--- src/rtl/mem_arbiter.sv ---
// mem_arbiter: shares one block-wide main memory between the instruction cache
// (read-only) and the data cache (read/write), one block transfer at a time.
//
// Optional feature macro: ARB_ROUND_ROBIN_EN
//   undefined : fixed priority, the dcache wins every tie in IDLE.
//   defined   : a tie goes to the requester not recorded in last_grant.
//
// Handshake (cache side): a cache raises its request (i_read / d_read / d_write)
// and holds it until its busywait drops. Busywait is low for exactly the x_DONE
// cycle, and the registered x_readdata is valid in that cycle.
// Handshake (memory side): mem_read / mem_write and the address/data are
// registered at grant and held until mem_busywait is seen low at a posedge
// after at least MIN_WAIT cycles in x_REQ. Strobes are then low for at least
// one cycle (x_DONE) before the next grant.
//
// dbg_state_o = {last_grant (0 = icache, 1 = dcache), fsm state[2:0]}.
module mem_arbiter #(
  parameter int ADDR_W   = 6,
  parameter int DATA_W   = 128,
  parameter int MIN_WAIT = 1
) (
  input  logic              CLK,
  input  logic              RESET,
  input  logic              i_read,
  input  logic [ADDR_W-1:0] i_address,
  output logic [DATA_W-1:0] i_readdata,
  output logic              i_busywait,
  input  logic              d_read,
  input  logic              d_write,
  input  logic [ADDR_W-1:0] d_address,
  input  logic [DATA_W-1:0] d_writedata,
  output logic [DATA_W-1:0] d_readdata,
  output logic              d_busywait,
  output logic              mem_read,
  output logic              mem_write,
  output logic [ADDR_W-1:0] mem_address,
  output logic [DATA_W-1:0] mem_writedata,
  input  logic [DATA_W-1:0] mem_readdata,
  input  logic              mem_busywait,
  output logic              pc_busy,
  output logic [3:0]        dbg_state_o
);

  typedef enum logic [2:0] {
    IDLE   = 3'd0,
    I_REQ  = 3'd1,
    D_REQ  = 3'd2,
    I_DONE = 3'd3,
    D_DONE = 3'd4
  } state_t;

  localparam logic GRANT_I = 1'b0;
  localparam logic GRANT_D = 1'b1;

  // Counter only needs to reach MIN_WAIT; it saturates there.
  localparam int              CNT_W   = $clog2(MIN_WAIT + 1);
  localparam logic [CNT_W-1:0] MIN_CNT = CNT_W'(MIN_WAIT);
  localparam logic [CNT_W-1:0] CNT_ONE = CNT_W'(1);

  state_t              state_q, state_d;
  logic [CNT_W-1:0]    cnt_q, cnt_d;
  logic                last_grant_q, last_grant_d;
  logic                mem_read_q, mem_read_d;
  logic                mem_write_q, mem_write_d;
  logic [ADDR_W-1:0]   mem_address_q, mem_address_d;
  logic [DATA_W-1:0]   mem_writedata_q, mem_writedata_d;
  logic [DATA_W-1:0]   i_readdata_q, i_readdata_d;
  logic [DATA_W-1:0]   d_readdata_q, d_readdata_d;

  logic i_req;
  logic d_req;
  logic tie_to_d;
  logic pick_d;
  logic mem_done;

  assign i_req    = i_read;
  assign d_req    = d_read | d_write;
  assign mem_done = ~mem_busywait & (cnt_q >= MIN_CNT);

`ifdef ARB_ROUND_ROBIN_EN
  // Alternate on ties: whoever was not granted last wins.
  assign tie_to_d = (last_grant_q == GRANT_I);
`else
  // Fixed priority: the dcache wins every tie.
  assign tie_to_d = 1'b1;
`endif

  assign pick_d = d_req & (~i_req | tie_to_d);

  // Next-state and datapath: grant in IDLE, wait for memory in x_REQ, one-cycle x_DONE.
  always_comb begin
    state_d         = state_q;
    cnt_d           = cnt_q;
    last_grant_d    = last_grant_q;
    mem_read_d      = mem_read_q;
    mem_write_d     = mem_write_q;
    mem_address_d   = mem_address_q;
    mem_writedata_d = mem_writedata_q;
    i_readdata_d    = i_readdata_q;
    d_readdata_d    = d_readdata_q;

    case (state_q)
      IDLE: begin
        cnt_d = '0;
        if (pick_d) begin
          // d_read & d_write together is treated as a write.
          state_d         = D_REQ;
          last_grant_d    = GRANT_D;
          mem_address_d   = d_address;
          mem_writedata_d = d_writedata;
          mem_write_d     = d_write;
          mem_read_d      = ~d_write;
        end else if (i_req) begin
          state_d       = I_REQ;
          last_grant_d  = GRANT_I;
          mem_address_d = i_address;
          mem_read_d    = 1'b1;
          mem_write_d   = 1'b0;
        end
      end
      I_REQ: begin
        cnt_d = (cnt_q >= MIN_CNT) ? cnt_q : cnt_q + CNT_ONE;
        if (mem_done) begin
          state_d      = I_DONE;
          mem_read_d   = 1'b0;
          mem_write_d  = 1'b0;
          i_readdata_d = mem_readdata;
        end
      end
      D_REQ: begin
        cnt_d = (cnt_q >= MIN_CNT) ? cnt_q : cnt_q + CNT_ONE;
        if (mem_done) begin
          state_d     = D_DONE;
          mem_read_d  = 1'b0;
          mem_write_d = 1'b0;
          // Writes leave d_readdata untouched.
          if (mem_read_q) begin
            d_readdata_d = mem_readdata;
          end
        end
      end
      I_DONE:  state_d = IDLE;
      D_DONE:  state_d = IDLE;
      default: state_d = IDLE;
    endcase
  end

  // State and datapath registers; synchronous active-low reset aborts any transfer.
  always_ff @(posedge CLK) begin
    if (!RESET) begin
      state_q         <= IDLE;
      cnt_q           <= '0;
      last_grant_q    <= GRANT_I;
      mem_read_q      <= 1'b0;
      mem_write_q     <= 1'b0;
      mem_address_q   <= '0;
      mem_writedata_q <= '0;
      i_readdata_q    <= '0;
      d_readdata_q    <= '0;
    end else begin
      state_q         <= state_d;
      cnt_q           <= cnt_d;
      last_grant_q    <= last_grant_d;
      mem_read_q      <= mem_read_d;
      mem_write_q     <= mem_write_d;
      mem_address_q   <= mem_address_d;
      mem_writedata_q <= mem_writedata_d;
      i_readdata_q    <= i_readdata_d;
      d_readdata_q    <= d_readdata_d;
    end
  end

  assign i_busywait    = i_read & (state_q != I_DONE);
  assign d_busywait    = (d_read | d_write) & (state_q != D_DONE);
  assign pc_busy       = i_busywait | d_busywait;
  assign mem_read      = mem_read_q;
  assign mem_write     = mem_write_q;
  assign mem_address   = mem_address_q;
  assign mem_writedata = mem_writedata_q;
  assign i_readdata    = i_readdata_q;
  assign d_readdata    = d_readdata_q;
  assign dbg_state_o   = {last_grant_q, state_q};

endmodule

--- config.mk ---
export PLATFORM = sky130hd
export DESIGN_NAME = mem_arbiter
export DESIGN_NICKNAME = d
export VERILOG_FILES = /design/src/rtl/mem_arbiter.sv
export SDC_FILE = /design/constraint.sdc
export NUM_CORES = 1
export LEC_CHECK = 0
export ABC_CLOCK_PERIOD_IN_PS = 1800
export BUFFER_PORTS_ARGS = -buffer_cell sky130_fd_sc_hd__buf_2
export CAP_MARGIN = 20
export CORE_AREA = 3 3 260 262
export DETAILED_ROUTE_END_ITERATION = 12
export DIE_AREA = 0 0 263 265
export PLACE_DENSITY_LB_ADDON = 0.15
export SLEW_MARGIN = 20
export SYNTH_ARGS = -nofsm -noshare
export SYNTH_HDL_FRONTEND = slang
export SYNTH_SLANG_ARGS = --single-unit
--- constraint.sdc ---
create_clock -name CLK -period 1.8 [get_ports CLK]
set_input_delay 0.18 -clock CLK [delete_from_list [all_inputs] [get_ports CLK]]
set_output_delay 0.18 -clock CLK [all_outputs]
set_load 0.005 [all_outputs]
Word-level counts from Yosys, hierarchy flattened
Index checks and enable logic that the tools add are counted.
{"block": "totals", "elab_cells": 55, "register_bits": 397}
{"block": "classes", "add_sub_neg": 1, "reduce_logical": 11, "mux": 17, "bitwise": 7, "n_lt_le_gt_ge": 1, "eq_ne": 9}
{"op": "2-to-1 mux 3 bit", "count": 4}
{"op": "2-to-1 mux 6 bit", "count": 2}
{"op": "case mux 3 bit (3 select lines)", "count": 1}
{"op": "AND reduction 3 bit", "count": 3}
{"op": "AND reduction 2 bit", "count": 4}
{"op": "2-to-1 mux 1 bit", "count": 7}
{"op": "inequality test 2 bit, second input constant", "count": 3}
{"op": "inequality test 3 bit, second input constant", "count": 2}
{"op": "case mux 1 bit (2 select lines)", "count": 3}
{"op": "nonzero test 2 bit", "count": 2}
{"op": "bitwise AND 1 bit", "count": 3}
{"op": "== test 3 x 1 -> 1 bit, second input constant", "count": 1}
{"op": "== test 3 x 2 -> 1 bit, second input constant", "count": 1}
{"op": "zero test 3 bit", "count": 1}
{"op": "inequality test 3 x 2 -> 1 bit, second input constant", "count": 1}
{"op": "inequality test 2 x 1 -> 1 bit, second input constant", "count": 1}
{"op": "inverter 1 bit", "count": 2}
{"op": "bitwise OR 1 bit", "count": 2}
{"op": "OR reduction 2 bit", "count": 1}
{"op": "adder 1 bit, second input constant", "count": 1}
{"op": "greater-or-equal comparator 1 bit, second input constant", "count": 1}

Longest topological paths before layout
{"block": "depth", "ltp_word": 4, "ltp_mapped": 6, "ltp_nobuf": 3}

Least setup slack after synthesis
Ideal clock, no wire load.
{"block": "synth_timing", "kind": "reg-to-reg", "from": "register state_q[2]", "to": "register i_readdata_q[107], in the netlist i_readdata[107]", "path_stages_with_launch": 6, "slack_ps": 322, "n_path_buf": 2, "setup_ps": 132, "arrival_ps": 1346, "path_cell_list": "dfxtp_1 -> or4b_1 -> buf_2 -> buf_2 -> o21ai_1 -> a21oi_1"}
{"block": "synth_via", "elab_chain_len": 2}
{"item": "from (decl)", "line": "60", "source": "state_t state_q, state_d;"}
{"item": "from (signal assigned)", "line": "161", "source": "state_q <= state_d;"}
{"item": "== test 3 x 1 -> 1 bit", "line": "102", "source": "case (state_q)"}
{"item": "AND reduction 2 bit (no line)"}
{"item": "to (signal assigned)", "line": "168", "source": "i_readdata_q <= i_readdata_d;"}
{"item": "to (decl)", "line": "67", "source": "logic [DATA_W-1:0] i_readdata_q, i_readdata_d;"}
Every way passes these cells.
A chain may end at the register's enable or synchronous reset.

Final worst setup path
{"block": "layout_timing", "from": "register state_q[2]", "to": "output port pc_busy"}
{"block": "layout_via", "elab_chain_len": 3, "elab_cells_between_ends": 5}
{"item": "inequality test 3 x 2 -> 1 bit or inequality test 3 bit (tied branches)", "line": "173, 174"}
{"item": "bitwise AND 1 bit (on tied branches)", "line": "173, 174"}
{"item": "bitwise OR 1 bit (*)", "line": "175", "source": "assign pc_busy = i_busywait | d_busywait;"}
{"item": "to (decl)", "line": "40", "source": "output logic pc_busy,"}
Every way passes the cells marked *; elsewhere a longest branch is shown, timed or not.

==> results.md <==
- Counting flops with an async set or reset pin after synthesis yields a share of 0%.
- In this run the tool buffered the top-level ports with 672 buffer cells.
- After detailed placement, the total cell area comes to 19600 um^2.
- The first-pass iteration count of the detailed router is 5.
- The overall fraction of global-route tracks in use is 19.0%.
- The synthesized flop and latch total is 397.
- The number of antenna violations at the first check in global routing is 0.
- The average instance in the mapped netlist occupies 8.24 um^2.
- Wires add up to 70500 um.
- For the worst setup path, the data required time is 1.62 ns.
- The number of nets in the synthesized netlist is 2106.
- Once placement completed, the tool counted placed cells totaling 3223.
- In this run the deepest clock path goes through 3 buffers.
- The routed length per instance is 19.7 um.
- The synthesized design spends more area on one cell type than any other, namely sky130_fd_sc_hd__dfxtp_1.
- In this run the biggest area consumer among cell types represents 52.6% of the synthesized area.
- The number of ports placed on the die boundary is 673.
- The flow ran to the end, but the final reports show violations.
- The critical path is of the reg2out type.
- The critical path data arrival time is 1.62 ns.
- The sequential share of power is 43.1%.
- Sorting the synthesized cells by area gives the leading types as sky130_fd_sc_hd__dfxtp_1 53%, sky130_fd_sc_hd__a21oi_1 13%, sky130_fd_sc_hd__nand3_1 13%.
- Measured against its own limit, the worst slew margin works out to 63.5%.
- The post-CTS clock slew at the launch and capture registers of the worst setup and hold paths is 0.06 ns.
- The worst setup slack after placement is 0.105 ns.
- Internal power comes to 15.8 mW.
- The critical hold path startpoint is d_read.
- The endpoint of the worst register-to-register path is mem_writedata[19].
- In the final timing run, aggregate negative setup slack is -0.00136 ns.
- The final setup slack of the worst path is -0.00136 ns.
- The via count normalized by instance count is 4.89.
- For this run, the top clock speed supported by timing is 0.555 GHz.
- After detailed routing, the number of remaining DRC violations is 0.
- Combinational cells account for 13.5% of the total power.
- Once detail routing completed, the nets flagged for antenna violations numbered 0.
- Counting instances in the post-synthesis netlist gives the leading cell types as 397 x sky130_fd_sc_hd__dfxtp_1, 394 x sky130_fd_sc_hd__a21oi_1, 385 x sky130_fd_sc_hd__nand3_1, 265 x sky130_fd_sc_hd__o21ai_0, 120 x sky130_fd_sc_hd__o21ai_1.
- The total congestion overflow is 0.
- The number of cells on the worst reg-to-reg path is 5.
- In the synthesized netlist the dominant register cell turns out to be sky130_fd_sc_hd__dfxtp_1.
- The share of the clock period used by the worst path is 100%.
- For flop-to-flop paths, the worst setup slack is 0.01 ns.
- The tree is rooted in a sky130_fd_sc_hd__clkbuf_16.
- The worst setup path is launched from a register.
- Summed over all cells, the static leakage comes to 9.99 nW.
- Excluding fillers, the count of instances in the completed layout stands at 3581.
- At the end of the flow, the number of nets in the layout was 2962.
- The cell with the most instances after synthesis is sky130_fd_sc_hd__dfxtp_1.
- Summing every instance area after synthesis gives 15100 um^2.
- Max-cap violations in this run came to 0.
- In this run the critical register-to-register path is launched from state_q[0].
- The first global-routing pass estimated 106000 um of wire.
- The finished cells cover 24000 um^2.
- The row count is 94.
- Setup violations remaining at the end of the flow were counted as 1.
- The count of final hold-check violations is 0.
- In this run the power spent charging and discharging nets is 5.56 mW.
- The half-perimeter wire length of the detailed placement result is 48100 um.
- At the pin with the least slew margin, the transition time is 0.543 ns.
- The max-slew violation count is 0.
- The worst-case hold path end point is last_grant_q.
- The via count of the first global-routing pass is 17396.
- The maximum fanout count along the critical path is 12.
- The die outline area is 69700 um^2.
- Subtracting the final worst setup slack from the clock period gives 1.80 ns.
- For the worst-skew pair, the clock arrives at the later sink with an insertion delay of 0.58 ns.
- TritonCTS built the clock tree.
- Setup repair after global routing could not meet its margin everywhere.
- The maximum vdd drop is 0.000688 V.
- The checks that failed: negative setup slack.
- In this run, distinct cell masters in the synthesized netlist total 31.
- From left edge to right edge, the die measures 263 um.
- Compared with the post-synthesis result, the final layout area differs by 58.9%.
- The layout has 6883 filler cells.
- 0 antenna diodes ended up in the layout.
- The power density of the placed cells is 890 nW/um^2.
- The H-tree depth is 2.
- The worst setup skew after layout is 0.0211 ns.
- The post-route netlist has 31.4% of its cells at a drive strength greater than 1.
- The tightest min-delay check is of the in2reg type.
- The final route contains 17516 vias.
- The routability congestion estimate from global placement is 0.847.
- Counting flops with a built-in enable in the synthesized netlist gives 0.
- The instance count of the mapped netlist is 1832.
- The DRC marker count from the first detailed-route iteration is 1194.
- CTS saw 397 sinks.
- Buffers inserted during clock tree synthesis total 48.
- The standard cell core area is 65600 um^2.
- The initial utilization of the core area, before any placement, comes to 23.0%.
- The instance count along the most critical hold path is 4.
- Net switching is 26.1% of the power.
- From bottom edge to top edge, the die measures 265 um.
- The element type at the critical path end is a primary output.
- The largest net degree at the start of global routing is 104.
- After synthesis, flip-flops and latches occupy 52.6% of the total area.
- The share of total power dissipated in the clock network is 43.4%.
- The Yosys warning count is 0.
-- routing by layer --
layer	GRT usage (%)	part of all wire [%]
met1	23.8	42
met2	32.0	47
met3	4.56	7.3
met4	6.90	3.6
met5	0	0
-- registers in the layout (all words and copies together) (netlist names) --
| register | flops |
|---|---|
| state_q | 3 |
| cnt_q | 1 |
| i_readdata | 128 |
| mem_address | 6 |
| mem_read | 1 |
| d_readdata | 128 |
| mem_writedata | 128 |
| mem_write | 1 |
| last_grant_q | 1 |
-- critical path, stage by stage, from the launching register on --
cell,delay [ns]
sky130_fd_sc_hd__dfxtp_1,0.33
sky130_fd_sc_hd__buf_6,0.15
sky130_fd_sc_hd__o21a_4,0.23
sky130_fd_sc_hd__or2_4,0.24
sky130_fd_sc_hd__buf_6,0.11
-- through the flow --
stage / utilization, % / hold WS, ns / power (mW)
finish: 36.6 / 0.138 / 21.4
global route: 36.6 / 0.118 / 22.3
CTS: 36.4 / 0.0691 / 21.7
detailed placement: 29.9 / 0.438 / 11.7
global placement: 29.9 / 0.432 / 11.7
floorplan: - / 0.312 / 10.4
-- area by class of cell --
| cell class | count | area [um^2] | area share, % |
|---|---|---|---|
| clock inverters | 11 | 100 | 0.417 |
| well taps | 864 | 1080 | 4.51 |
| multi-input cells | 1214 | 6280 | 26.2 |
| inverters | 2 | 17.5 | 0.0730 |
| flip-flops and latches | 397 | 7950 | 33.1 |
| clock buffers | 68 | 1380 | 5.75 |
| repair buffers | 1025 | 7180 | 29.9 |
-- power by group through the flow --
stage | Clock, mW | Sequential, mW | Combinational (mW)
after floorplan | 0 | 9.40 | 1.04
after global placement | 0 | 9.38 | 2.35
after detailed placement | 0 | 9.39 | 2.36
after CTS | 9.63 | 9.20 | 2.86
after global routing | 9.93 | 9.23 | 3.11
final | 9.27 | 9.20 | 2.88
-- kinds of logic (layout without fill, tap and decap cells) --
family	Yosys count	after routing	synth area share [%]
buffers and inverters	221	1106	6.74
XOR/XNOR	1	1	0.0580
AND/OR/NAND/NOR	423	423	14.1
AO/OA/AOI/OAI	789	789	26.4
multiplexers	1	1	0.0746
flip-flops	397	397	52.6
-- worst max path at each step --
stage | start | end | slack, ns
after global placement | state_q[2] | i_readdata[24] | 0.15
after global routing | state_q[1] | pc_busy | -0.07
after CTS | state_q[1] | pc_busy | -0.07
after detailed placement | state_q[2] | d_readdata[54] | 0.10
final | state_q[2] | pc_busy | -0.001
after floorplan | state_q[2] | i_readdata[107] | 0.32
-- what timing repair did --
| action | 4_1_cts | 5_1_grt |
|---|---|---|
| endpoints found under the setup margin | 4 | 50 |
| hold buffers | 271 | 0 |
| endpoints found under the hold margin | 392 | 0 |
| pin swaps | 1 | 2 |
| gates resized for setup | 8 | 37 |
| setup buffers | 5 | 4 |
-- cell usage in the layout, fill, tap and decap left out, types with 2 or more instances in the layout --
cell type | Yosys | final
sky130_fd_sc_hd__clkbuf_1 | 117 | 12
sky130_fd_sc_hd__clkbuf_8 | 0 | 6
sky130_fd_sc_hd__o21ai_2 | 0 | 12
sky130_fd_sc_hd__dfxtp_1 | 397 | 395
sky130_fd_sc_hd__o31ai_1 | 2 | 2
sky130_fd_sc_hd__buf_4 | 7 | 41
sky130_fd_sc_hd__nor3_1 | 4 | 3
sky130_fd_sc_hd__nand2_1 | 17 | 16
sky130_fd_sc_hd__buf_12 | 0 | 38
sky130_fd_sc_hd__buf_6 | 10 | 4
sky130_fd_sc_hd__nand3_1 | 385 | 385
sky130_fd_sc_hd__or2_4 | 0 | 2
sky130_fd_sc_hd__clkinv_2 | 0 | 6
sky130_fd_sc_hd__dlygate4sd3_1 | 0 | 271
sky130_fd_sc_hd__a311oi_1 | 6 | 6
sky130_fd_sc_hd__nor4_1 | 2 | 2
sky130_fd_sc_hd__nor2_4 | 0 | 3
sky130_fd_sc_hd__o21ai_1 | 120 | 129
sky130_fd_sc_hd__o21ai_0 | 265 | 244
sky130_fd_sc_hd__buf_2 | 70 | 671
sky130_fd_sc_hd__a21oi_1 | 394 | 393
sky130_fd_sc_hd__clkbuf_16 | 0 | 50
sky130_fd_sc_hd__clkinvlp_4 | 0 | 2
No activity file was read; power rests on OpenSTA's default activity.
